File: config.mk
export PLATFORM = sky130hd
export DESIGN_NAME = mitchell_log_encoder_pipe
export DESIGN_NICKNAME = d
export VERILOG_FILES = /design/src/rtl/mitchell_pkg.sv /design/src/rtl/mitchell_lane_log.sv /design/src/rtl/mitchell_log_encoder_pipe.sv
export SDC_FILE = /design/constraint.sdc
export NUM_CORES = 1
export LEC_CHECK = 0
export BUFFER_PORTS_ARGS = -buffer_cell sky130_fd_sc_hd__buf_4
export CORE_ASPECT_RATIO = 0.5
export CORE_MARGIN = 3
export CORE_UTILIZATION = 50
export CTS_CLUSTER_DIAMETER = 80
export DETAILED_ROUTE_END_ITERATION = 10
export PLACE_DENSITY = 0.84
export SYNTH_ARGS = -nofsm -noshare
export SYNTH_HDL_FRONTEND = slang
export SYNTH_SLANG_ARGS = --single-unit
File: constraint.sdc
create_clock -name clk -period 11.3 [get_ports clk]
set_input_delay 3.39 -clock clk [delete_from_list [all_inputs] [get_ports clk]]
set_output_delay 3.39 -clock clk [all_outputs]
set_load 0.1 [all_outputs]
File: src/rtl/mitchell_pkg.sv
// Shared helpers for the Mitchell logarithm blocks: characteristic width,
// lane slicing and normalisation shift amount.
package mitchell_pkg;

  function automatic int kw_of(input int a_bw);
    return (a_bw <= 1) ? 1 : $clog2(a_bw);
  endfunction

  function automatic int lane_lsb(input int lane, input int width);
    return lane * width;
  endfunction

  // Shifting by (width - k) pushes the leading one out of the top bit,
  // leaving only the fraction bits left-aligned.
  function automatic int norm_shift(input int a_bw, input int k);
    return a_bw - k;
  endfunction

endpackage

File: src/rtl/mitchell_lane_log.sv
// Per-lane combinational Mitchell log front end, split at the pipeline cut:
// the k half (magnitude, sign, zero, leading-one) and the shift half (fraction).
module mitchell_lane_log
  import mitchell_pkg::*;
#(
  parameter int A_BW    = 16,
  parameter int FRAC_BW = 8,
  parameter int SIGNED  = 0,
  parameter int KW      = 4
) (
  input  logic [A_BW-1:0]    operand,
  output logic [A_BW-1:0]    mag,
  output logic               sign,
  output logic               zero,
  output logic [KW-1:0]      k,
  input  logic [A_BW-1:0]    mag_q,
  input  logic [KW-1:0]      k_q,
  output logic [FRAC_BW-1:0] frac
);

  logic [A_BW-1:0] norm;

  // The most negative value negates to itself, which read unsigned is the
  // correct magnitude 2^(A_BW-1).
  always_comb begin
    sign = (SIGNED != 0) && operand[A_BW-1];
    mag  = sign ? (~operand + A_BW'(1)) : operand;
    zero = (mag == '0);
    k    = '0;
    for (int i = 0; i < A_BW; i++) begin
      if (mag[i]) k = KW'(i);
    end
  end

  always_comb begin
    norm = mag_q << norm_shift(A_BW, int'(k_q));
    frac = FRAC_BW'(norm >> (A_BW - FRAC_BW));
  end

endmodule

File: src/rtl/mitchell_log_encoder_pipe.sv
// Multi-lane two-stage Mitchell log encoder with valid/ready flow control:
// stage 1 holds magnitude/sign/zero/k, stage 2 holds the truncated fraction.
module mitchell_log_encoder_pipe
  import mitchell_pkg::*;
#(
  parameter int A_BW    = 16,
  parameter int LANES   = 4,
  parameter int FRAC_BW = 8,
  parameter int SIGNED  = 0
) (
  input  logic                               clk,
  input  logic                               rst,
  input  logic                               in_valid,
  output logic                               in_ready,
  input  logic [LANES*A_BW-1:0]              in_data,
  output logic                               out_valid,
  input  logic                               out_ready,
  output logic [LANES*kw_of(A_BW)-1:0]       out_k,
  output logic [LANES*FRAC_BW-1:0]           out_frac,
  output logic [LANES-1:0]                   out_zero,
  output logic [LANES-1:0]                   out_sign
);

  localparam int KW = kw_of(A_BW);

  logic                s1_valid;
  logic                s2_valid;
  logic                s2_load;
  logic [A_BW-1:0]     s1_mag  [LANES];
  logic [KW-1:0]       s1_k    [LANES];
  logic [LANES-1:0]    s1_sign;
  logic [LANES-1:0]    s1_zero;
  logic [KW-1:0]       s2_k    [LANES];
  logic [FRAC_BW-1:0]  s2_frac [LANES];
  logic [LANES-1:0]    s2_sign;
  logic [LANES-1:0]    s2_zero;
  logic [A_BW-1:0]     c1_mag  [LANES];
  logic [KW-1:0]       c1_k    [LANES];
  logic [LANES-1:0]    c1_sign;
  logic [LANES-1:0]    c1_zero;
  logic [FRAC_BW-1:0]  c2_frac [LANES];

  // Stage 2 frees up when empty or draining; stage 1 can then shift forward,
  // so in_ready depends on out_ready but never on in_valid.
  assign s2_load   = ~s2_valid | out_ready;
  assign in_ready  = ~s1_valid | s2_load;
  assign out_valid = s2_valid;
  assign out_zero  = s2_zero;
  assign out_sign  = s2_sign;

  for (genvar g = 0; g < LANES; g++) begin : g_lane
    mitchell_lane_log #(
      .A_BW    (A_BW),
      .FRAC_BW (FRAC_BW),
      .SIGNED  (SIGNED),
      .KW      (KW)
    ) u_lane (
      .operand (in_data[lane_lsb(g, A_BW) +: A_BW]),
      .mag     (c1_mag[g]),
      .sign    (c1_sign[g]),
      .zero    (c1_zero[g]),
      .k       (c1_k[g]),
      .mag_q   (s1_mag[g]),
      .k_q     (s1_k[g]),
      .frac    (c2_frac[g])
    );

    assign out_k[lane_lsb(g, KW) +: KW]           = s2_k[g];
    assign out_frac[lane_lsb(g, FRAC_BW) +: FRAC_BW] = s2_frac[g];
  end

  always_ff @(posedge clk or posedge rst) begin
    if (rst) begin
      s1_valid <= 1'b0;
      s1_sign  <= '0;
      s1_zero  <= '0;
      for (int i = 0; i < LANES; i++) begin
        s1_mag[i] <= '0;
        s1_k[i]   <= '0;
      end
    end else begin
      if (in_ready) s1_valid <= in_valid;
      if (in_valid && in_ready) begin
        s1_sign <= c1_sign;
        s1_zero <= c1_zero;
        for (int i = 0; i < LANES; i++) begin
          s1_mag[i] <= c1_mag[i];
          s1_k[i]   <= c1_k[i];
        end
      end
    end
  end

  always_ff @(posedge clk or posedge rst) begin
    if (rst) begin
      s2_valid <= 1'b0;
      s2_sign  <= '0;
      s2_zero  <= '0;
      for (int i = 0; i < LANES; i++) begin
        s2_k[i]    <= '0;
        s2_frac[i] <= '0;
      end
    end else begin
      if (s2_load) s2_valid <= s1_valid;
      if (s2_load && s1_valid) begin
        s2_sign <= s1_sign;
        s2_zero <= s1_zero;
        for (int i = 0; i < LANES; i++) begin
          s2_k[i]    <= s1_k[i];
          s2_frac[i] <= c2_frac[i];
        end
      end
    end
  end

endmodule

# Word level (Yosys, flattened, before mapping)

Cells that the tools add are included.

Register bits after elaboration: 138
Input port bits: 68
Output and inout bits: 58

Add/sub/neg operators: 4
Shift-type cells: 4
Mux-type cells: 60
Bitwise logic cells: 4
Reductions and logical operators: 6

Operator list:

| cell                | number |
|---|---|
| $mux 4              | 56 |
| $shl 16x32->16      | 4 |
| $logic_not 16->1    | 4 |
| $sub 5x4->6 const A | 4 |
| $mux 1              | 4 |
| $logic_and 1x1->1   | 2 |
| $not 1->1           | 2 |
| $or 1x1->1          | 2 |

# Logic depth before layout (Yosys ltp)

Gate-level depths: netlist of run 1.

Depth after elaboration: 15
Gate-level depth with buffers: 10
Depth with buffers taken out: 7

# By module

From an unflattened synthesis of run 1, not the netlist that was laid out.

Cell total of the unflattened synthesis: 780
Area, all modules: 9048.7 um2

By module, submodules not included:

| module                    | instances | cells each | area an instance (um2) |
|---|---|---|---|
| mitchell_log_encoder_pipe | 1         | 312        | 5565.3 |
| mitchell_lane_log         | 4         | 117        | 870.8 |

# Least setup slack after synthesis of run 1

Ideal clock, no wire load.

Path kind: input to output
From: input out_ready
To: output in_ready
Data arrival time: 4227 ps
Slack: 3683 ps
Cell stages on the path: 1
Buffers on the path: 0
Cells stage by stage: nand3b_1

Longest elaborated chain between the ends: 2

RTL lines:

| what            | RTL line                        | text |
|---|---|---|
| start, declared | mitchell_log_encoder_pipe.sv:17 | `input logic out_ready,` |
| $or 1x1->1      | mitchell_log_encoder_pipe.sv:45 | `assign s2_load = ~s2_valid \| out_ready;` |
| $or 1x1->1      | mitchell_log_encoder_pipe.sv:46 | `assign in_ready = ~s1_valid \| s2_load;` |
| end, declared   | mitchell_log_encoder_pipe.sv:14 | `output logic in_ready,` |

Every way passes these cells.

# Worst setup path after layout of run 1

Same ends and word-level chain as after synthesis.

==> results of run 1 <==
synthesized netlist by cell type, types with 12 or more instances:
cell,n
nand2_1,280
o21ai_0,35
nor2_1,63
o221ai_1,16
mux4_2,12
dfrtp_1,138
a211oi_1,20
inv_1,25
mux2_2,12
a31oi_1,12
clkbuf_1,27
a21oi_1,27
a22oi_1,12
mux2i_1,62
sequential cells by signal, indices dropped and copies added (netlist names):
name and flops:
out_valid 1, s1_mag 64, out_k 16, s1_valid 1, s1_k 16, out_frac 32
out_zero 4, s1_zero 4
per-stage QoR:
step	cells	setup WS (ns)	total power [mW]	hold slack, ns	cell area (um2)
after global routing	1184	3.87	2.19	0.495	9340
after floorplan	882	3.68	1.33	0.439	7820
final	1184	3.92	2.09	0.475	9340
after global placement	1152	3.94	1.51	0.460	8720
after detailed placement	1152	3.92	1.52	0.462	8720
after CTS	1184	3.92	2.10	0.479	9340
where the power goes:
| group | leakage, nW | switching, mW | internal [mW] |
|---|---|---|---|
| clock network | 0.290 | 0.222 | 0.355 |
| registers | 1.65 | 0.0744 | 0.581 |
| logic | 2.54 | 0.627 | 0.234 |
| total | 4.49 | 0.923 | 1.17 |
worst paths after layout:
| check | to | from | slack [ns] |
|---|---|---|---|
| min | out_zero[0] | s1_zero[0] | 0.48 |
| min reg2reg | out_zero[0] | s1_zero[0] | 0.48 |
| min in group asynchronous | s1_mag[17] | rst | 3.05 |
| max in group asynchronous | s1_k[3] | rst | 6.94 |
| max reg2reg | out_frac[28] | s1_k[0] | 8.09 |
| max | in_ready | out_ready | 3.92 |
routing by layer:
metal / share of wire / wire length, um
met1: 0.48 / 9030
met2: 0.45 / 8470
met3: 0.060 / 1130
met4: 0.016 / 296
met5: 0 / 0
critical path: stages:
cell and delay [ns]:
buf_4 0.11, nand3b_1 0.22, buf_4 0.28
final cells by class:
cell class / count / area (um2)
fillers: 1243 / 5520
flip-flops and latches: 138 / 3450
inverters: 29 / 114
clock inverters: 13 / 170
repair buffers: 126 / 946
clock buffers: 19 / 443
multi-input cells: 661 / 3960
well taps: 198 / 248
cells by family (layout without fill, tap and decap cells):
kind of cell	Yosys count	count (layout)	share of synthesized area
DFF	138	138	0.442
xor gates and xnor gates	11	11	0.0133
AOI/OAI and AO/OA	163	163	0.143
buffers and inverters	83	187	0.0526
and+or+nand+nor	392	392	0.207
adders and majority gates	4	4	0.00641
muxes	87	87	0.135
other	1	4	0.000480
==> out/metrics.yaml, run 1 <==
outcome: "completed"
yosysUniqueCellTypes: 49
holdPathStages: 2
synth_top_area_frac: 0.442
cts.hold.buffers_added: 0
cp.required_ns: 7.91
use_met3: 0.0396
final_nets: 1045
grt_max_degree: 89
p_leak_nw: 4.49
synth_edf_count: 0
met1_usage: 0.321
wl_per_cell_um: 16.0
synth-seq-cells: 138
final_util: 0.628
final_common_cell: "nand2_1"
core_um2: 14900
cts_tree: "done"
start_util: 0.526
slew_headroom: 0.251
grt_pass1_vias: 6367
syn_avg_cell_area_um2: 8.88
synthTopCellsByArea: "dfrtp_1, nand2_1, mux2i_1"
rsz0062_at_grt: "no"
top_usage_layer: "met2"
drt.antenna.violating_nets: 0
dr.first_iter.drc_count: 515
synthFlopType: "dfrtp_1"
finClkSkew_ns: 0.0111
min_period_ns: 7.38
period_share: 0.653
via_per_inst: 5.61
maxSlewViolCount: 0
cts-resized-gates: 0
drive_above_1_share: 0.196
root_buffer: "clkbuf_16"
place_hpwl_um: 13400
route.detailed.drc: 0
end_kind: "primary output"
maxCapViolations: 0
critPathMaxFanout: 4
seq_area_frac_synth: 0.442
worst_setup_path_start_kind: "input port"
area_delta_synth_final_pct: 19.6
die_h_um: 94.4
finalSetupViolCount: 0
clock_sinks: 138
r2r_cells: 7
clk_latency_ns: 0.41
gr-total-overflow: 0
async_flop_share: 1.00
grt_pass1_wl_um: 31400
ir_worst_vdd_v: 0.000128
cts-htree-levels: 4
clkTransAtPathRegs_ns: 0.06
syn_area_um2: 7810
antenna_found_initial: 0
grt_use_met2: 0.350
power.density_nw_per_um2: 224
io_buffers: 121
arrival_ns: 3.99
routed-via-count: 6637
cts_buffers: 17
rows: 31
drt-total-wl_um: 18900
track_usage: 0.223
worst_pin_slew_ns: 1.12
cts_max_path_buffers: 2
die_area_um2: 17200
yosys.area.top_type: "dfrtp_1"
dr.pass1.iters: 5
crit_type: "in -> out"
worstHoldPathType: "reg -> reg"
yosys_warnings: 0
die_x_um: 183
antenna_cells: 0
layout_common_cells: "nand2_1, dfrtp_1, buf_4"
io_pins: 126
synth_cells: 879
gp_routability_congestion: 0.907
post_cts_buffers: 0
clock.fmax_mhz: 135
setup_tns_ns: 0
hold_viol: 0
Note: power is estimated with default switching activity, not from simulation.
==> run 2, diff against run 1 <==
--- a/config.mk
+++ b/config.mk
@@ -11,7 +11,7 @@
 export CORE_UTILIZATION = 50
 export CTS_CLUSTER_DIAMETER = 80
 export DETAILED_ROUTE_END_ITERATION = 10
-export PLACE_DENSITY = 0.84
+export PLACE_DENSITY = 0.87
 export SYNTH_ARGS = -nofsm -noshare
 export SYNTH_HDL_FRONTEND = slang
 export SYNTH_SLANG_ARGS = --single-unit
==> constraint.sdc (replaced) <==
create_clock -name clk -period 6.05 [get_ports clk]
set_input_delay 1.815 -clock clk [delete_from_list [all_inputs] [get_ports clk]]
set_output_delay 1.815 -clock clk [all_outputs]
set_load 0.1 [all_outputs]
==> out/metrics.yaml, run 2 (same netlist as run 1, synthesis figures left out) <==
period_share: 0.701
antenna_cells: 0  # unchanged
setup_tns_ns: 0  # unchanged
routed-via-count: 6729  # was 6,637
die_x_um: 183  # unchanged
place_hpwl_um: 14200  # was 13,400 um
cts.hold.buffers_added: 0  # unchanged
fill_cells: 1217  # was 1,243
core_um2: 14900  # unchanged
drt.antenna.violating_nets: 0  # unchanged
p_leak_nw: 4.52  # was 4.49 nW
start_util: 0.526  # unchanged
worst_setup_path_start_kind: "input port"  # unchanged
cts-resized-gates: 0  # unchanged
end_kind: "primary output"  # unchanged
gp_routability_congestion: 0.923  # was 0.907
maxSlewViolCount: 0  # unchanged
ir_worst_vdd_v: 0.000234  # was 0.000128 V
critPathMaxFanout: 4  # unchanged
cts_buffers: 17  # unchanged
slowest_delay_ns: 0.28  # about the same
io_buffers: 121  # unchanged
final_nets: 1046  # was 1,045
io_pins: 126  # unchanged
path_buf_inv: 2  # unchanged
root_buffer: "clkbuf_16"  # unchanged
die_h_um: 94.4  # unchanged
slowest_stage: "buf_4"  # unchanged
placed_cells: 1153  # was 1,152
die_area_um2: 17200  # unchanged
min_period_ns: 4.24
hold_viol: 0  # unchanged
drive_above_1_share: 0.197  # was 0.196
maxCapViolations: 0  # unchanged
power.density_nw_per_um2: 425  # was 224 nW/um2
arrival_ns: 2.42  # was 3.99 ns
clk_latency_ns: 0.41  # about the same
worst_pin_slew_ns: 1.14  # was 1.12 ns
cts-htree-levels: 4  # unchanged
drt-total-wl_um: 19600  # was 18,900 um
antenna_found_initial: 0  # unchanged
grt_pass1_wl_um: 32200  # was 31,400 um
worstHoldPathType: "reg -> reg"  # unchanged
track_usage: 0.230  # was 0.223
largest_reg_flops: 64  # unchanged
instances_no_fill: 1185  # was 1,184
dr.pass1.iters: 7  # was 5
outcome: "completed"  # unchanged
via_per_inst: 5.68  # was 5.61
grt_pass1_vias: 6441  # was 6,367
finalSetupViolCount: 0  # unchanged
route.detailed.drc: 0  # unchanged
final_common_cell: "nand2_1"  # unchanged
regMostFlops: "s1_mag"  # unchanged
area_delta_synth_final_pct: 20.1  # was 19.6%
rows: 31  # unchanged
dr.first_iter.drc_count: 503  # was 515
clock_sinks: 138  # unchanged
final_util: 0.631  # was 0.628
rsz0062_at_grt: "no"  # unchanged
clkTransAtPathRegs_ns: 0.06  # about the same
cp.required_ns: 4.24  # was 7.91 ns
layout_common_cells: "nand2_1, dfrtp_1, buf_4"  # unchanged
crit_chain: "buf_4 > nand3b_1 > buf_4"  # unchanged
cts_tree: "done"  # unchanged
clock.fmax_mhz: 236
cts_max_path_buffers: 2  # unchanged
finClkSkew_ns: 0.0123  # was 0.0111 ns
wl_per_cell_um: 16.5  # was 16.0 um
crit_type: "in -> out"  # unchanged
post_cts_buffers: 0  # unchanged
critPathMostFrequentCell: "buf_4"  # unchanged
grt_max_degree: 60  # was 89
gr-total-overflow: 0  # unchanged
slew_headroom: 0.238  # was 0.251
cpLargestDelayFamily: "buffers and inverters"  # unchanged
run 2: cell count changes in the layout (fill, tap and decap cells not counted), sizes merged:
cell	before	now
clkinvlp	3	1
inv	27	28
bufinv	3	5
buf	126	127
clkbuf	19	18
run 2: metrics by stage:
stage / hold slack [ns] / power, mW / cell area, um2 / setup WS (ns)
finish: 0.460 / 3.99 / 9380 / 1.81
global route: 0.495 / 4.16 / 9380 / 1.80
CTS: 0.465 / 4.01 / 9380 / 1.81
detailed placement: 0.464 / 2.85 / 8730 / 1.81
global placement: 0.459 / 2.82 / 8730 / 1.84
floorplan: 0.439 / 2.48 / 7820 / 0.539
run 2: worst paths after layout:
path	cells after the start	endpoint	slack, ns	start
setup / recovery	3	in_ready	1.81	out_ready
hold / removal	2	out_zero[0]	0.46	s1_zero[0]
setup reg to reg	7	out_frac[28]	2.85	s1_k[0]
hold reg to reg	2	out_zero[0]	0.46	s1_zero[0]
max in group asynchronous	3	s1_k[9]	3.50	rst
min in group asynchronous	2	s1_mag[2]	1.50	rst
run 2: cell type report:
type,instances,area (um2),area share
multi-input combinational,661,3960,0.423
sequential,138,3450,0.368
timing repair buffer,127,953,0.102
clock buffer,18,429,0.0458
tap,198,248,0.0264
clock inverter,14,220,0.0235
inverter,29,111,0.0119
run 2: metal layers:
layer | GRT usage | share of wire | vias up
met5 | 0 | 0 | -
met4 | 0.0671 | 0.014 | 0
met3 | 0.0381 | 0.050 | 32
met2 | 0.373 | 0.47 | 203
met1 | 0.323 | 0.47 | 3242
li1 | - | - | 3252
run 2: report_power, final:
| part | internal, mW | total, mW | switching, mW |
|---|---|---|---|
| Clock | 0.736 | 1.15 | 0.413 |
| Combinational | 0.437 | 1.61 | 1.18 |
| Sequential | 1.09 | 1.23 | 0.141 |
run 2: worst reg2reg max path: stages, from the launching register on:
cell	delay [ns]
dfrtp_1	0.77
inv_2	0.23
ha_1	0.82
mux2i_1	0.38
and2_1	0.20
a211oi_1	0.06
a311o_1	0.38
a32o_1	0.25
==> run 3, diff against run 2 <==
--- a/config.mk
+++ b/config.mk
@@ -11,7 +11,7 @@
 export CORE_UTILIZATION = 50
 export CTS_CLUSTER_DIAMETER = 80
 export DETAILED_ROUTE_END_ITERATION = 10
-export PLACE_DENSITY = 0.87
+export PLACE_DENSITY = 0.84
 export SYNTH_ARGS = -nofsm -noshare
 export SYNTH_HDL_FRONTEND = slang
 export SYNTH_SLANG_ARGS = --single-unit
==> constraint.sdc (replaced) <==
create_clock -name clk -period 4.28 [get_ports clk]
set_input_delay 1.284 -clock clk [delete_from_list [all_inputs] [get_ports clk]]
set_output_delay 1.284 -clock clk [all_outputs]
set_load 0.1 [all_outputs]
==> out/metrics.yaml, run 3 (same netlist as run 1, synthesis figures left out) <==
hold_viol: 0  # unchanged
finalSetupViolCount: 0  # unchanged
maxSlewViolCount: 0  # unchanged
routed-via-count: 6766  # was 6,729
power.density_nw_per_um2: 592  # was 425 nW/um2
holdPathStages: 2  # unchanged
gr-total-overflow: 0  # unchanged
fill_cells: 1207  # was 1,217
place_hpwl_um: 14100  # was 14,200 um
grt_pass1_wl_um: 32100  # was 32,200 um
crit_chain: "inv_2 > ha_1 > mux2i_1 > and2_1 > a211oi_1 > a311o_1 > a32o_1"  # was buf_4 > nand3b_1 > buf_4
slowest_delay_ns: 0.84  # was 0.28 ns
worst_setup_path_start_kind: "flip-flop"  # was input port
hp-start: "s1_zero[3]"  # was s1_zero[0]
rows: 31  # unchanged
design_area_um2: 9430  # was 9380 um2
cts_max_path_buffers: 2  # unchanged
maxCapViolations: 0  # unchanged
gp_routability_congestion: 0.960  # was 0.923
cts.hold.buffers_added: 0  # unchanged
clk_latency_ns: 0.41  # about the same
r2r_end: "out_frac[28]"  # unchanged
critPathMaxFanout: 19  # was 4
wl_per_cell_um: 16.4  # was 16.5 um
setup_tns_ns: 0  # unchanged
antenna_found_initial: 0  # unchanged
cts-htree-levels: 4  # unchanged
end_kind: "flip-flop"  # was primary output
slowest_stage: "ha_1"  # was buf_4
worst_pin_slew_ns: 1.06  # was 1.14 ns
finClkSkew_ns: 0.0120  # was 0.0123 ns
regMostFlops: "s1_mag"  # unchanged
dr.first_iter.drc_count: 407  # was 503
multiInputGateArea_um2: 3960  # unchanged
antenna_cells: 0  # unchanged
crit_type: "reg -> reg"  # was in -> out
layout_common_cells: "nand2_1, dfrtp_1, buf_4"  # unchanged
core_um2: 14900  # unchanged
dr.pass1.iters: 5  # was 7
holdPathEnd: "out_zero[3]"  # was out_zero[0]
seq_area_um2: 3450  # unchanged
drt.antenna.violating_nets: 0  # unchanged
clkTransAtPathRegs_ns: 0.06  # about the same
root_buffer: "clkbuf_16"  # unchanged
drive_above_1_share: 0.199  # was 0.197
clock_sinks: 138  # unchanged
final_common_cell: "nand2_1"  # unchanged
route.detailed.drc: 0  # unchanged
clock.fmax_mhz: 313
die_x_um: 183  # unchanged
critPathLaunch: "s1_k[0]"  # was out_ready
via_per_inst: 5.70  # was 5.68
die_area_um2: 17200  # unchanged
outcome: "completed"  # unchanged
dpl-instance-area_um2: 8800  # was 8730 um2
min_period_ns: 3.20
slew_headroom: 0.287  # was 0.238
final_nets: 1051  # was 1,046
drt-total-wl_um: 19400  # was 19,600 um
cts_tree: "done"  # unchanged
grt_pass1_vias: 6394  # was 6,441
worstHoldPathType: "reg -> reg"  # unchanged
final_util: 0.635  # was 0.631
timing.reg2reg.setup_slack_ns: 1.08  # was 2.85 ns
io_buffers: 121  # unchanged
grt_max_degree: 47  # was 60
start_util: 0.526  # unchanged
track_usage: 0.228  # was 0.230
r2r_cells: 7  # unchanged
rsz0062_at_grt: "no"  # unchanged
arrival_ns: 3.49  # was 2.42 ns
post_cts_buffers: 0  # unchanged
io_pins: 126  # unchanged
cts_buffers: 17  # unchanged
area_delta_synth_final_pct: 20.8  # was 20.1%
die_h_um: 94.4  # unchanged
p_leak_nw: 4.53  # was 4.52 nW
cts-resized-gates: 0  # unchanged
largest_reg_flops: 64  # unchanged
period_share: 0.747
r2r-start: "s1_k[0]"  # unchanged
cp.required_ns: 4.57  # was 4.24 ns
ir_worst_vdd_v: 0.000306  # was 0.000234 V
-- run 3: critical path, delay by kind of cell (launching register included) --
kind                     cells  cell delay, ns
flip-flops                   1            0.77
multiplexers                 1            0.38
AND/OR/NAND/NOR              1            0.21
adder cells (fa/ha/maj)      1            0.84
buffers and inverters        1            0.22
AO/OA/AOI/OAI                3            0.66
-- run 3: area by class of cell --
type                    instances  share of cell area
well taps                     198              0.0263
clock buffers                  20              0.0484
flip-flops and latches        138               0.366
repair buffers                132               0.109
multi-input cells             661               0.420
clock inverters                10              0.0179
inverters                      29              0.0119
-- run 3: metal layers --
layer | part of all wire | GRT usage
met1 | 0.48 | 0.332
met2 | 0.46 | 0.357
met3 | 0.053 | 0.0408
met4 | 0.012 | 0.0538
met5 | 0 | 0
-- run 3: how the worst max path moves through the flow --
| stage | end | slack [ns] |
|---|---|---|
| 4_1_cts | in_ready | 1.12 |
| 3_5_place_dp | in_ready | 1.12 |
| 5_1_grt | out_frac[28] | 0.86 |
| 6_report | out_frac[28] | 1.08 |
| 3_3_place_gp | in_ready | 1.14 |
| 2_1_floorplan | in_ready | 0.87 |
-- run 3: metrics by stage --
| stage | hold slack (ns) | cells | total power, mW | worst slack (ns) |
|---|---|---|---|---|
| floorplan | 0.439 | 882 | 3.51 | 0.875 |
| global placement | 0.453 | 1158 | 3.99 | 1.14 |
| detailed placement | 0.453 | 1158 | 4.03 | 1.12 |
| CTS | 0.474 | 1188 | 5.60 | 1.12 |
| global route | 0.506 | 1188 | 5.83 | 0.862 |
| finish | 0.472 | 1188 | 5.59 | 1.08 |
-- run 3: power by group --
group          leakage [nW]  switching [mW]  internal [mW]  total, mW
Combinational          2.58            1.67          0.627       2.30
Clock                 0.294           0.557           1.00       1.56
Sequential             1.65           0.192           1.53       1.73
